--- src/rtl/aquila_pkg.sv ---
// Shared definitions for the Aquila device-port AXI4-Lite bridge.
//   devbr_state_e      : bridge FSM state encoding
//   RESP_OKAY/SLVERR   : AXI response codes
//   DEVBR_TIMEOUT_DATA : read data returned when the watchdog fires
package aquila_pkg;

  typedef enum logic [2:0] {
    S_IDLE    = 3'd0,
    S_WRITE   = 3'd1,
    S_WR_RESP = 3'd2,
    S_READ    = 3'd3,
    S_RD_DATA = 3'd4,
    S_DONE    = 3'd5
  } devbr_state_e;

  localparam logic [1:0]  RESP_OKAY          = 2'b00;
  localparam logic [1:0]  RESP_SLVERR        = 2'b10;
  localparam logic [31:0] DEVBR_TIMEOUT_DATA = 32'hDEAD_BEEF;

endpackage

--- src/rtl/device_axil_bridge_if.sv ---
// AXI4-Lite bus between the device bridge (master) and a peripheral (slave).
// Ports (master view):
//   out: awaddr awprot awvalid wdata wstrb wvalid bready araddr arprot arvalid rready
//   in : awready wready bresp bvalid arready rdata rresp rvalid
interface device_axil_bridge_if #(
  parameter int XLEN = 32
);
  logic [XLEN-1:0]   awaddr;
  logic [2:0]        awprot;
  logic              awvalid;
  logic              awready;
  logic [XLEN-1:0]   wdata;
  logic [XLEN/8-1:0] wstrb;
  logic              wvalid;
  logic              wready;
  logic [1:0]        bresp;
  logic              bvalid;
  logic              bready;
  logic [XLEN-1:0]   araddr;
  logic [2:0]        arprot;
  logic              arvalid;
  logic              arready;
  logic [XLEN-1:0]   rdata;
  logic [1:0]        rresp;
  logic              rvalid;
  logic              rready;

  modport master (
    output awaddr, awprot, awvalid, input awready,
    output wdata, wstrb, wvalid, input wready,
    input  bresp, bvalid, output bready,
    output araddr, arprot, arvalid, input arready,
    input  rdata, rresp, rvalid, output rready
  );

  modport slave (
    input  awaddr, awprot, awvalid, output awready,
    input  wdata, wstrb, wvalid, output wready,
    output bresp, bvalid, input bready,
    input  araddr, arprot, arvalid, output arready,
    output rdata, rresp, rvalid, input rready
  );
endinterface

--- src/rtl/device_axil_bridge.sv ---
// Aquila M_DEVICE port to AXI4-Lite master bridge, one transaction at a time.
// Ports:
//   clk_i, rst_ni           : clock, asynchronous active-low reset
//   dev_*                   : core-side request (strobe/addr/rw/be/data) and
//                             response (ready pulse, read data, error pulse)
//   m_axi                   : AXI4-Lite master modport
// Build option: DEVBR_TIMEOUT_EN adds a response watchdog of TIMEOUT_CYCLES.
//
// state     | meaning
// ----------+-----------------------------------------------------------
// S_IDLE    | waiting for dev_strobe_i
// S_WRITE   | AW and W offered, each dropped after its own handshake
// S_WR_RESP | bready high, waiting for bvalid
// S_READ    | arvalid held until arready
// S_RD_DATA | rready high, waiting for rvalid
// S_DONE    | one-cycle ready pulse to the core, then back to idle
module device_axil_bridge
  import aquila_pkg::*;
#(
  parameter int XLEN           = 32,
  parameter int TIMEOUT_CYCLES = 1024
) (
  input  logic                   clk_i,
  input  logic                   rst_ni,
  input  logic                   dev_strobe_i,
  input  logic [XLEN-1:0]        dev_addr_i,
  input  logic                   dev_rw_i,
  input  logic [XLEN/8-1:0]      dev_byte_enable_i,
  input  logic [XLEN-1:0]        dev_data_i,
  output logic                   dev_data_ready_o,
  output logic [XLEN-1:0]        dev_data_o,
  output logic                   dev_err_o,
  device_axil_bridge_if.master   m_axi
);

  devbr_state_e      state_q, state_d;
  logic [XLEN-1:0]   addr_q;
  logic [XLEN-1:0]   wdata_q;
  logic [XLEN/8-1:0] wstrb_q;
  logic [XLEN-1:0]   data_q;
  logic              err_q;
  logic              aw_done_q, w_done_q;
  logic              timeout_hit;
  logic              wd_expired;
  logic              aw_hs, w_hs;

  // Word-aligned requests only; the low address bits are dropped on latch.
  logic unused_addr;
  assign unused_addr = ^dev_addr_i[1:0];

  assign m_axi.awaddr  = addr_q;
  assign m_axi.awprot  = 3'b000;
  assign m_axi.awvalid = (state_q == S_WRITE) && !aw_done_q;
  assign m_axi.wdata   = wdata_q;
  assign m_axi.wstrb   = wstrb_q;
  assign m_axi.wvalid  = (state_q == S_WRITE) && !w_done_q;
  assign m_axi.bready  = (state_q == S_WR_RESP);
  assign m_axi.araddr  = addr_q;
  assign m_axi.arprot  = 3'b000;
  assign m_axi.arvalid = (state_q == S_READ);
  assign m_axi.rready  = (state_q == S_RD_DATA);

  assign aw_hs = m_axi.awvalid && m_axi.awready;
  assign w_hs  = m_axi.wvalid && m_axi.wready;

  assign dev_data_ready_o = (state_q == S_DONE);
  assign dev_data_o       = data_q;
  assign dev_err_o        = (state_q == S_DONE) && err_q;

`ifdef DEVBR_TIMEOUT_EN
  localparam int WD_W = (TIMEOUT_CYCLES > 1) ? $clog2(TIMEOUT_CYCLES) : 1;
  logic [WD_W-1:0] wd_cnt_q;

  assign wd_expired = (wd_cnt_q == WD_W'(TIMEOUT_CYCLES - 1));

  // Restarts on every state change so each wait phase gets the full budget.
  always_ff @(posedge clk_i or negedge rst_ni) begin
    if (!rst_ni) begin
      wd_cnt_q <= '0;
    end else if (state_d != state_q) begin
      wd_cnt_q <= '0;
    end else if (state_q != S_IDLE && state_q != S_DONE) begin
      wd_cnt_q <= wd_cnt_q + 1'b1;
    end
  end
`else
  logic unused_timeout_cfg;
  assign unused_timeout_cfg = (TIMEOUT_CYCLES == 0);
  assign wd_expired = 1'b0;
`endif

  always_ff @(posedge clk_i or negedge rst_ni) begin
    if (!rst_ni) state_q <= S_IDLE;
    else         state_q <= state_d;
  end

  always_comb begin
    state_d     = state_q;
    timeout_hit = 1'b0;
    unique case (state_q)
      S_IDLE:    if (dev_strobe_i) state_d = dev_rw_i ? S_WRITE : S_READ;
      S_WRITE: begin
        // Same-cycle completion of both channels is allowed.
        if ((aw_done_q || aw_hs) && (w_done_q || w_hs)) state_d = S_WR_RESP;
        else if (wd_expired)                            timeout_hit = 1'b1;
      end
      S_WR_RESP: begin
        if (m_axi.bvalid)    state_d = S_DONE;
        else if (wd_expired) timeout_hit = 1'b1;
      end
      S_READ: begin
        if (m_axi.arready)   state_d = S_RD_DATA;
        else if (wd_expired) timeout_hit = 1'b1;
      end
      S_RD_DATA: begin
        if (m_axi.rvalid)    state_d = S_DONE;
        else if (wd_expired) timeout_hit = 1'b1;
      end
      S_DONE:    state_d = S_IDLE;
      default:   state_d = S_IDLE;
    endcase
    if (timeout_hit) state_d = S_DONE;
  end

  always_ff @(posedge clk_i or negedge rst_ni) begin
    if (!rst_ni) begin
      addr_q    <= '0;
      wdata_q   <= '0;
      wstrb_q   <= '0;
      data_q    <= '0;
      err_q     <= 1'b0;
      aw_done_q <= 1'b0;
      w_done_q  <= 1'b0;
    end else begin
      if (state_q == S_IDLE && dev_strobe_i) begin
        addr_q    <= {dev_addr_i[XLEN-1:2], 2'b00};
        wdata_q   <= dev_data_i;
        wstrb_q   <= dev_byte_enable_i;
        err_q     <= 1'b0;
        aw_done_q <= 1'b0;
        w_done_q  <= 1'b0;
      end
      if (aw_hs) aw_done_q <= 1'b1;
      if (w_hs)  w_done_q  <= 1'b1;
      if (state_q == S_WR_RESP && m_axi.bvalid) begin
        data_q <= '0;
        err_q  <= (m_axi.bresp != RESP_OKAY);
      end
      if (state_q == S_RD_DATA && m_axi.rvalid) begin
        if (m_axi.rresp != RESP_OKAY) begin
          data_q <= '0;
          err_q  <= 1'b1;
        end else begin
          data_q <= m_axi.rdata;
          err_q  <= 1'b0;
        end
      end
      if (timeout_hit) begin
        data_q <= XLEN'(DEVBR_TIMEOUT_DATA);
        err_q  <= 1'b1;
      end
    end
  end

endmodule

--- src/flat_wrapper.sv ---
// flat-port wrapper written by rule: the top's interface ports become plain ports
module device_axil_bridge_flat import aquila_pkg::*;
#(
  parameter int XLEN           = 32,
  parameter int TIMEOUT_CYCLES = 1024
)
  (clk_i, rst_ni, dev_strobe_i, dev_addr_i, dev_rw_i, dev_byte_enable_i, dev_data_i, dev_data_ready_o, dev_data_o, dev_err_o, m_axi_awaddr, m_axi_awprot, m_axi_awvalid, m_axi_awready, m_axi_wdata, m_axi_wstrb, m_axi_wvalid, m_axi_wready, m_axi_bresp, m_axi_bvalid, m_axi_bready, m_axi_araddr, m_axi_arprot, m_axi_arvalid, m_axi_arready, m_axi_rdata, m_axi_rresp, m_axi_rvalid, m_axi_rready);
  device_axil_bridge_if #(.XLEN(XLEN)) m_axi_i ();
  input  logic clk_i;
  input  logic rst_ni;
  input  logic dev_strobe_i;
  input  logic [XLEN-1:0] dev_addr_i;
  input  logic dev_rw_i;
  input  logic [XLEN/8-1:0] dev_byte_enable_i;
  input  logic [XLEN-1:0] dev_data_i;
  output logic dev_data_ready_o;
  output logic [XLEN-1:0] dev_data_o;
  output logic dev_err_o;
  output wire logic [$bits(m_axi_i.awaddr)-1:0] m_axi_awaddr;
  output wire logic [$bits(m_axi_i.awprot)-1:0] m_axi_awprot;
  output wire logic [$bits(m_axi_i.awvalid)-1:0] m_axi_awvalid;
  input wire logic [$bits(m_axi_i.awready)-1:0] m_axi_awready;
  output wire logic [$bits(m_axi_i.wdata)-1:0] m_axi_wdata;
  output wire logic [$bits(m_axi_i.wstrb)-1:0] m_axi_wstrb;
  output wire logic [$bits(m_axi_i.wvalid)-1:0] m_axi_wvalid;
  input wire logic [$bits(m_axi_i.wready)-1:0] m_axi_wready;
  input wire logic [$bits(m_axi_i.bresp)-1:0] m_axi_bresp;
  input wire logic [$bits(m_axi_i.bvalid)-1:0] m_axi_bvalid;
  output wire logic [$bits(m_axi_i.bready)-1:0] m_axi_bready;
  output wire logic [$bits(m_axi_i.araddr)-1:0] m_axi_araddr;
  output wire logic [$bits(m_axi_i.arprot)-1:0] m_axi_arprot;
  output wire logic [$bits(m_axi_i.arvalid)-1:0] m_axi_arvalid;
  input wire logic [$bits(m_axi_i.arready)-1:0] m_axi_arready;
  input wire logic [$bits(m_axi_i.rdata)-1:0] m_axi_rdata;
  input wire logic [$bits(m_axi_i.rresp)-1:0] m_axi_rresp;
  input wire logic [$bits(m_axi_i.rvalid)-1:0] m_axi_rvalid;
  output wire logic [$bits(m_axi_i.rready)-1:0] m_axi_rready;
  assign m_axi_awaddr = m_axi_i.awaddr;
  assign m_axi_awprot = m_axi_i.awprot;
  assign m_axi_awvalid = m_axi_i.awvalid;
  assign m_axi_i.awready = m_axi_awready;
  assign m_axi_wdata = m_axi_i.wdata;
  assign m_axi_wstrb = m_axi_i.wstrb;
  assign m_axi_wvalid = m_axi_i.wvalid;
  assign m_axi_i.wready = m_axi_wready;
  assign m_axi_i.bresp = m_axi_bresp;
  assign m_axi_i.bvalid = m_axi_bvalid;
  assign m_axi_bready = m_axi_i.bready;
  assign m_axi_araddr = m_axi_i.araddr;
  assign m_axi_arprot = m_axi_i.arprot;
  assign m_axi_arvalid = m_axi_i.arvalid;
  assign m_axi_i.arready = m_axi_arready;
  assign m_axi_i.rdata = m_axi_rdata;
  assign m_axi_i.rresp = m_axi_rresp;
  assign m_axi_i.rvalid = m_axi_rvalid;
  assign m_axi_rready = m_axi_i.rready;
  device_axil_bridge #(.XLEN(XLEN), .TIMEOUT_CYCLES(TIMEOUT_CYCLES)) u_core (.clk_i(clk_i), .rst_ni(rst_ni), .dev_strobe_i(dev_strobe_i), .dev_addr_i(dev_addr_i), .dev_rw_i(dev_rw_i), .dev_byte_enable_i(dev_byte_enable_i), .dev_data_i(dev_data_i), .dev_data_ready_o(dev_data_ready_o), .dev_data_o(dev_data_o), .dev_err_o(dev_err_o), .m_axi(m_axi_i));
endmodule
--- config.mk ---
export PLATFORM = sky130hd
export DESIGN_NAME = device_axil_bridge_flat
export DESIGN_NICKNAME = d
export VERILOG_FILES = /design/src/rtl/aquila_pkg.sv /design/src/rtl/device_axil_bridge_if.sv /design/src/rtl/device_axil_bridge.sv /design/src/flat_wrapper.sv
export SDC_FILE = /design/constraint.sdc
export NUM_CORES = 1
export LEC_CHECK = 0
export BUFFER_PORTS_ARGS = -buffer_cell sky130_fd_sc_hd__buf_4
export CORE_AREA = 2 2 100 102
export CTS_CLUSTER_DIAMETER = 30
export DETAILED_ROUTE_END_ITERATION = 10
export DIE_AREA = 0 0 102 104
export MAX_ROUTING_LAYER = met4
export PLACE_DENSITY_LB_ADDON = 0.08
export SLEW_MARGIN = 20
export SYNTH_ARGS = -nofsm -noshare
export SYNTH_HDL_FRONTEND = slang
export SYNTH_SLANG_ARGS = --single-unit
--- constraint.sdc ---
create_clock -name clk_i -period 2.23 [get_ports clk_i]
set_clock_uncertainty 0.05 [all_clocks]
set_input_delay 0.223 -clock clk_i [delete_from_list [all_inputs] [get_ports clk_i]]
set_output_delay 0.223 -clock clk_i [all_outputs]
set_load 0.05 [all_outputs]
### Yosys cells after proc, flatten, opt, wreduce, memory -nomap -nowiden

Cells that the tools add are included.

| word-level totals | value |
|---|---|
| register bits | 104 |
| bits in latches | 0 |
| bits in writable memories | 0 |
| memory bits (read-only) | 0 |
| bits of input ports | 113 |
| output and inout port bits | 145 |
| logic and storage cells | 55 |
| memories | 0 |

| cells by class | value |
|---|---|
| add/subtract/negate cells | 0 |
| multipliers | 0 |
| div/mod/pow operators | 0 |
| order comparisons | 0 |
| equal/unequal tests | 10 |
| shifts and indexed selects | 0 |
| multiplexer cells | 16 |
| bitwise gates (word level) | 0 |
| reduce and logical (&&, ||, !) cells | 21 |

Operators by type and width:

| kind | count |
|---|---|
| $mux W32 | 3 |
| $mux W3 | 5 |
| $pmux W3 S5 | 1 |
| $reduce_bool A2 Y1 | 5 |
| $logic_and A1 B1 Y1 | 9 |
| $ne A2 B2 Y1 const B | 4 |
| $eq A3 B2 Y1 const B | 2 |
| $eq A3 B3 Y1 const B | 2 |
| $mux W1 | 6 |
| $reduce_and A5 Y1 | 1 |
| $eq A3 B1 Y1 const B | 1 |
| $logic_not A3 Y1 | 1 |
| $reduce_bool A3 Y1 | 1 |
| $logic_not A1 Y1 | 2 |
| $logic_or A1 B1 Y1 | 2 |
| $mux W2 | 1 |
| $ne A2 B1 Y1 const B | 1 |

### Depth between registers and ports, before layout

Gate-level depths: netlist of run 1.

| depth | value |
|---|---|
| depth after elaboration | 7 |
| depth in mapped cells | 6 |
| mapped depth without buffers | 3 |

### Worst setup path after synthesis of run 1

Ideal clock, no wire load.

| timing path | value |
|---|---|
| path kind | register -> output |
| start | reg u_core.state_q[0] |
| end | out dev_err_o |
| data arrival time | 2365 ps |
| data required time | 1957 ps |
| path slack | -408 ps |
| cell stages (with the launch flop) | 5 |
| buffers on the path | 1 |
| cell sequence | dfrtp_1 buf_2 inv_1 nor3b_1 and2_1 |

| on the way | value |
|---|---|
| cells in the longest elaborated chain, start to end | 2 |

RTL lines:

| what | RTL line | RTL |
|---|---|---|
| start: declaration | device_axil_bridge.sv:36 | `devbr_state_e state_q, state_d;` |
| start signal: assignment | device_axil_bridge.sv:94 | `else state_q <= state_d;` |
| $eq A3 B3 Y1 | -- |  |
| named net dev_data_ready_o | flat_wrapper.sv:16 | `output logic dev_data_ready_o;` |
| $logic_and A1 B1 Y1 | device_axil_bridge.sv:68 | `assign dev_err_o = (state_q == S_DONE) && err_q;` |
| end: declaration | flat_wrapper.sv:18 | `output logic dev_err_o;` |

The timed path passes the listed nets, and every way through them passes these cells.

### Worst setup path after layout of run 1

| timing path | value |
|---|---|
| start | reg u_core.state_q[0] |
| end | out m_axi_awvalid |

| on the way | value |
|---|---|
| cells in the longest elaborated chain, start to end | 2 |

RTL lines:

| what | RTL line | RTL |
|---|---|---|
| $eq A3 B1 Y1 | device_axil_bridge.sv:53 | `assign m_axi.awvalid = (state_q == S_WRITE) && !aw_done_q;` |
| $logic_and A1 B1 Y1 | device_axil_bridge.sv:53 |  |
| end: declaration | flat_wrapper.sv:21 | `output wire logic [$bits(m_axi_i.awvalid)-1:0] m_axi_awvalid;` |

No other way between the ends.

==> qor.txt, run 1 <==
Status: complete, no violations
Num rows: 36
Switching part of the total power: 54.39%
Area of the multi-input gates: 0.001334 mm^2
Clock edge transition at the registers on the reported setup and hold paths: 0.10 ns
Synthesized cell area: 0.004333 mm^2
Worst Path Required: 1.96 ns
CTS tree: built
Register area: 0.002603 mm^2
Fin Setup TNS: 0 ns
Net Sw Power: 0.006372 W
Io pins: 258
Share of the synthesized area in the top cell type: 60.06%
CTS H-Tree Depth: 3
Sequential share of power: 27.6%
Die W: 102 um
Via density: 4.752
Worst setup SP type: flop
Setup ws final: 0.1888 ns
Async S/R FF share, synth: 100.0%
Tot GR Track Use: 22.79%
Leak: 3.720 nW
Hold Crit Class: primary input to flop
Core area: 0.009549 mm^2
Die Y: 104 um
Post-synthesis sequential area ratio: 60.06%
Number of cells on the worst reg-to-reg path: 3
Top-count cell post-synth: nand2_1
Worst EP arrival: 1.77 ns
Final antenna-violating net count: 0
Dominant synthesized flop cell: dfrtp_1
Final HPWL DP: 8.259 mm
Hold_buf cts: 48
VDD IR max: 0.8580 mV
Critical R2R Launch: u_core.state_q[2]$_DFFE_PN0P_
Via count: 3949
PostCTS Resize Cnt: 0
Combinational Power Share: 62.5%
Tcrit/Tclk final: 91.53%
PwrDens: 1745 mW/mm^2
Worst-path fanout max: 10
Number of synthesized flops with an enable pin: 0
Insertion delay to the later sink of the worst-skew pair: 0.35 ns
Post-Syn Instances: 437
Min-delay src: dev_addr_i[24]
Relative slew slack: 58.53%
DRC errors left: 0
Ys Warns: 0
Tmin final: 2.041 ns
Cell internal pwr: 0.005344 W
Final WL: 11.99 mm
Actual slew at the worst max-slew pin: 0.6221 ns
Share of post-route cells with drive strength above 1: 39.40%
Fillers: 754
Hold EP: u_core.m_axi.araddr[24]$_DFFE_PN0P_
Vias in the first global route: 3884
Setup violations, final: 0
GRT overflow: 0
Syn-to-layout area delta: 54.95%
Initial core utilization: 45.37%
Clock Sinks: 104
Critical Path Source: u_core.state_q[0]$_DFFE_PN0P_
Cell taking the most area after synthesis: dfrtp_1
First-pass GRT wire length: 18.45 mm
Yosys reg bits: 104
Mean Syn Cell Area: 9.915 um^2
Max-slew violation count: 0
Setup Buffers After CTS: 0
Fmax achieved: 489.9 MHz
DRT Pass-1 Iters: 6
Antenna diode instance count: 0
Maximum root-to-sink buffer count: 2
Maxcap violations: 0
R2R setup slack: 0.33 ns
Cts bufs inserted: 9
DR iter-0 viols: 171
Critical path type: flop to primary output
Cell variety after synth: 30
Port bufs: 245
Largest net degree at the start of global routing: 74
Global placer's final weighted congestion: 0.7954
Avg WL per Cell: 14.43 um
Die area: 0.01061 mm^2
Reg-to-Reg End: u_core.aw_done_q$_DFFE_PN0P_
Unrepaired setup endpoints after global routing: false
Hold Crit Depth: 3
Synth top cells by count: nand2_1 (200), dfrtp_1 (104), buf_4 (45)
Hold Violations, Final: 0
CP endpoint kind: primary output
Nets: 807
Pre-CTS setup slack: 0.1173 ns
Clock power frac: 9.9%
Root Buffer Master: clkbuf_8
Area contributors post-synth: dfrtp_1 (60%), nand2_1 (17%), buf_4 (7.8%), a22o_1 (6.9%), buf_2 (1.3%)
Number of antenna violations at the first check in global routing: 0
## per-layer routing
layer | routed length [um] | global-route usage, %
met1 | 4550 | 26.52
met2 | 6160 | 38.20
met3 | 913 | 5.108
met4 | 363 | 8.667
met5 | 0 | -
## cell type report
class                   count  share of cell area (%)
inverters                   1                 0.05591
well taps                 133                   2.479
clock buffers              10                   1.901
multi-input cells         276                   19.87
clock inverters             5                  0.9691
flip-flops and latches    104                   38.76
repair buffers            302                   35.97
## state kept, by name, indices dropped and copies added, names as in the netlist
signal / cells
u_core.err_q: 1
u_core.m_axi.wstrb: 4
u_core.m_axi.wdata: 32
u_core.dev_data_o: 32
u_core.m_axi.araddr: 30
u_core.state_q: 3
u_core.w_done_q: 1
u_core.aw_done_q: 1
## cell usage in the layout, fill, tap and decap left out, drive strengths merged
cell         synthesis  routed
or2                  1       1
or3b                 1       1
or4b                 1       1
a22o                34      34
nor3b                2       2
nor2                 7       7
buf                 59     253
a22oi                1       1
inv                  1       4
nor4b                1       1
o21ai                2       2
dlygate4sd3          0      49
clkbuf               6      10
a221o                1       1
nand2              200     200
o22a                 1       1
nand3b               2       2
mux2i                2       2
nand2b               1       1
nor2b                1       1
o21bai               2       2
bufinv               0       1
and4bb               1       1
a21o                 1       1
dfrtp              104     104
and2                 2       2
conb                 1      10
mux2                 1       1
clkinv               0       1
a2bb2oi              1       1
## worst max path at each step
stage | endpoint | slack [ns] | cells after the start
after global placement | u_core.dev_data_o[24]$_DFFE_PN0P_ | 0.21 | 3
after global routing | m_axi_awvalid | 0.07 | 4
after floorplan | dev_err_o | 0.12 | 4
after CTS | u_core.dev_data_o[7]$_DFFE_PN0P_ | 0.09 | 3
final | m_axi_awvalid | 0.19 | 4
after detailed placement | u_core.dev_data_o[22]$_DFFE_PN0P_ | 0.12 | 3
## kinds of logic (layout without fill, tap and decap cells)
kind of cell,Yosys count,after routing,synth area share (%)
AO/OA/AOI/OAI,43,43,8.432
buffers and inverters,66,318,10.28
flip-flops,104,104,60.06
multiplexers,3,3,0.7219
other,1,10,0.08655
AND/OR/NAND/NOR,220,220,20.42
## worst max-delay path: stages (launching register included)
cell	delay (ns)
dfrtp_1	0.37
buf_4	0.19
or3b_2	0.47
nor2_1	0.16
buf_4	0.23
## stage by stage
step | utilization (%) | power (W) | cell area (um^2) | hold WS [ns] | std cells
final | 70.31 | 0.01172 | 6714 | 0.01739 | 831
after CTS | 70.19 | 0.01179 | 6703 | 0.0002340 | 830
after detailed placement | 63.14 | 0.01053 | 6030 | 0.1339 | 767
after global placement | 63.14 | 0.01042 | 6030 | 0.1398 | 767
after floorplan | - | 0.008599 | 4372 | -0.1226 | 446
after global routing | 70.31 | 0.01230 | 6714 | 0.001256 | 831
## power by group through the flow
stage                     logic, W  registers (W)  clock network (W)
after detailed placement   0.00728        0.00325                  0
after global placement     0.00720        0.00321                  0
after CTS                  0.00735        0.00323            0.00121
final                      0.00732        0.00323            0.00117
after global routing       0.00769        0.00333            0.00127
after floorplan            0.00283        0.00576                  0
(Power assumes the default switching activity.)
==> run 2: changes to the inputs <==
--- a/config.mk
+++ b/config.mk
@@ -12,6 +12,7 @@
 export DIE_AREA = 0 0 102 104
 export MAX_ROUTING_LAYER = met4
 export PLACE_DENSITY_LB_ADDON = 0.08
+export RECOVER_POWER = 25
 export SLEW_MARGIN = 20
 export SYNTH_ARGS = -nofsm -noshare
 export SYNTH_HDL_FRONTEND = slang
==> qor.txt, run 2 (synthesized netlist as in run 1, its figures left out) <==
Status: complete, no violations
Num rows: 36 (unchanged)
Delay-heaviest family, CP: simple AND/OR/NAND/NOR gates
GRT overflow: 0 (unchanged)
Critical Path Source: u_core.state_q[0]$_DFFE_PN0P_
Switching part of the total power: 54.39% (about the same)
Port bufs: 245 (unchanged)
Tcrit/Tclk final: 91.53% (unchanged)
Clock power frac: 9.9% (about the same)
Number of antenna violations at the first check in global routing: 0 (unchanged)
Worst EP arrival: 1.77 ns (about the same)
Tot GR Track Use: 22.79% (unchanged)
Final HPWL DP: 8.259 mm (unchanged)
Die area: 0.01061 mm^2 (unchanged)
Sequential share of power: 27.6% (about the same)
Maxcap violations: 0 (unchanged)
DR iter-0 viols: 171 (unchanged)
Actual slew at the worst max-slew pin: 0.8032 ns (+0.1812 ns)
Worst Path Buf+Inv: 2 (unchanged)
Commonest non-fill, non-tap cell in the layout: buf_4
CP cell instances: buf_4, or3b_2, nor2_1, buf_4
Placed inst area: 0.006030 mm^2 (unchanged)
Initial core utilization: 45.37% (unchanged)
DRT Pass-1 Iters: 6 (unchanged)
CTS tree: built
Final antenna-violating net count: 0 (unchanged)
Min-delay src: dev_addr_i[24]
Worst path max stage delay: 0.47 ns (about the same)
PostCTS Resize Cnt: 0 (unchanged)
R2R setup slack: 0.33 ns (about the same)
Net Sw Power: 0.006372 W (about the same)
Final WL: 11.99 mm (about the same)
Syn-to-layout area delta: 54.89% (about the same)
Unrepaired setup endpoints after global routing: false
Leak: 3.720 nW (about the same)
Avg WL per Cell: 14.42 um (about the same)
Relative slew slack: 46.45% (-12 points)
Setup Buffers After CTS: 0 (unchanged)
Fmax achieved: 489.9 MHz (unchanged)
Clock Sinks: 104 (unchanged)
Cts bufs inserted: 9 (unchanged)
Design Area, Final: 0.006711 mm^2 (about the same)
Die Y: 104 um (unchanged)
Share of post-route cells with drive strength above 1: 39.40% (unchanged)
Tmin final: 2.041 ns (unchanged)
Critical path type: flop to primary output
Slowest cell on crit path: or3b_2
Worst-path fanout max: 10 (unchanged)
Cell internal pwr: 0.005343 W (about the same)
Global placer's final weighted congestion: 0.7954 (unchanged)
PwrDens: 1746 mW/mm^2 (about the same)
Combinational Power Share: 62.5% (about the same)
Max-slew violation count: 0 (unchanged)
Maximum root-to-sink buffer count: 2 (unchanged)
Via density: 4.752 (unchanged)
Die W: 102 um (unchanged)
Insertion delay to the later sink of the worst-skew pair: 0.35 ns (about the same)
Vias in the first global route: 3884 (unchanged)
CP endpoint kind: primary output
Critical R2R Launch: u_core.state_q[2]$_DFFE_PN0P_
VDD IR max: 0.8580 mV (about the same)
Fin Setup TNS: 0 ns (unchanged)
Crit path top cell by count: buf_4
Hold Violations, Final: 0 (unchanged)
Io pins: 258 (unchanged)
Hold Crit Class: primary input to flop
First-pass GRT wire length: 18.45 mm (unchanged)
Setup violations, final: 0 (unchanged)
Worst Path Required: 1.96 ns (about the same)
Antenna diode instance count: 0 (unchanged)
Most frequent cells in the layout: buf_4 (250), nand2_1 (200), dfrtp_1 (104)
Core area: 0.009549 mm^2 (unchanged)
Root Buffer Master: clkbuf_8
CTS H-Tree Depth: 3 (unchanged)
Via count: 3949 (unchanged)
DRC errors left: 0 (unchanged)
Worst setup SP type: flop
Clock edge transition at the registers on the reported setup and hold paths: 0.10 ns (about the same)
Largest net degree at the start of global routing: 74 (unchanged)
Nets: 807 (unchanged)
-- run 2: layer usage --
layer	GRT usage (%)	vias up	routed length, um
met5	-	-	0
li1	-	1856	-
met2	38.20	206	6159
met3	5.108	31	913
met1	26.52	1856	4548
met4	8.667	0	363
-- run 2: power groups by stage --
stage	logic, W	registers (W)	clock network, W
final	0.00732	0.00323	0.00117
after global routing	0.00769	0.00333	0.00127
after CTS	0.00735	0.00323	0.00121
after detailed placement	0.00728	0.00325	0
after global placement	0.00720	0.00321	0
after floorplan	0.00283	0.00576	0
-- run 2: layout make-up --
type / instances / area [um^2]
fillers: 755 / 2838
clock buffers: 10 / 127.6
repair buffers: 302 / 2412
inverters: 1 / 3.754
multi-input cells: 276 / 1334
flip-flops and latches: 104 / 2603
well taps: 133 / 166.4
clock inverters: 5 / 65.06
-- run 2: path summary, 6_finish.rpt --
path,endpoint,depth (start not counted)
worst min register to register,u_core.m_axi.wdata[31]$_DFFE_PN0P_,2
worst max register to register,u_core.aw_done_q$_DFFE_PN0P_,3
worst max-delay path,m_axi_awvalid,4
max in group asynchronous,u_core.dev_data_o[1]$_DFFE_PN0P_,3
min in group asynchronous,u_core.m_axi.araddr[6]$_DFFE_PN0P_,2
worst min-delay path,u_core.m_axi.araddr[24]$_DFFE_PN0P_,3
-- run 2: what timing repair did --
item                                    in CTS  in global routing
hold buffers                                48                  1
endpoints found under the setup margin       0                  0
hold endpoints to repair                    78                  1
-- run 2: worst min-delay path: stages --
cell and delay, ns:
buf_4 0.08, nand2_1 0.04, nand2_1 0.05
-- run 2: stage by stage --
stage | total power (W) | utilization, % | worst slack (ns) | hold WS, ns | std cells
CTS | 0.01179 | 70.19 | 0.09169 | 0.0002340 | 830
global placement | 0.01042 | 63.14 | 0.2059 | 0.1398 | 767
detailed placement | 0.01053 | 63.14 | 0.1173 | 0.1339 | 767
floorplan | 0.008599 | - | 0.1240 | -0.1226 | 446
global route | 0.01230 | 70.28 | 0.06629 | 0.001256 | 831
finish | 0.01172 | 70.28 | 0.1888 | 0.01739 | 831
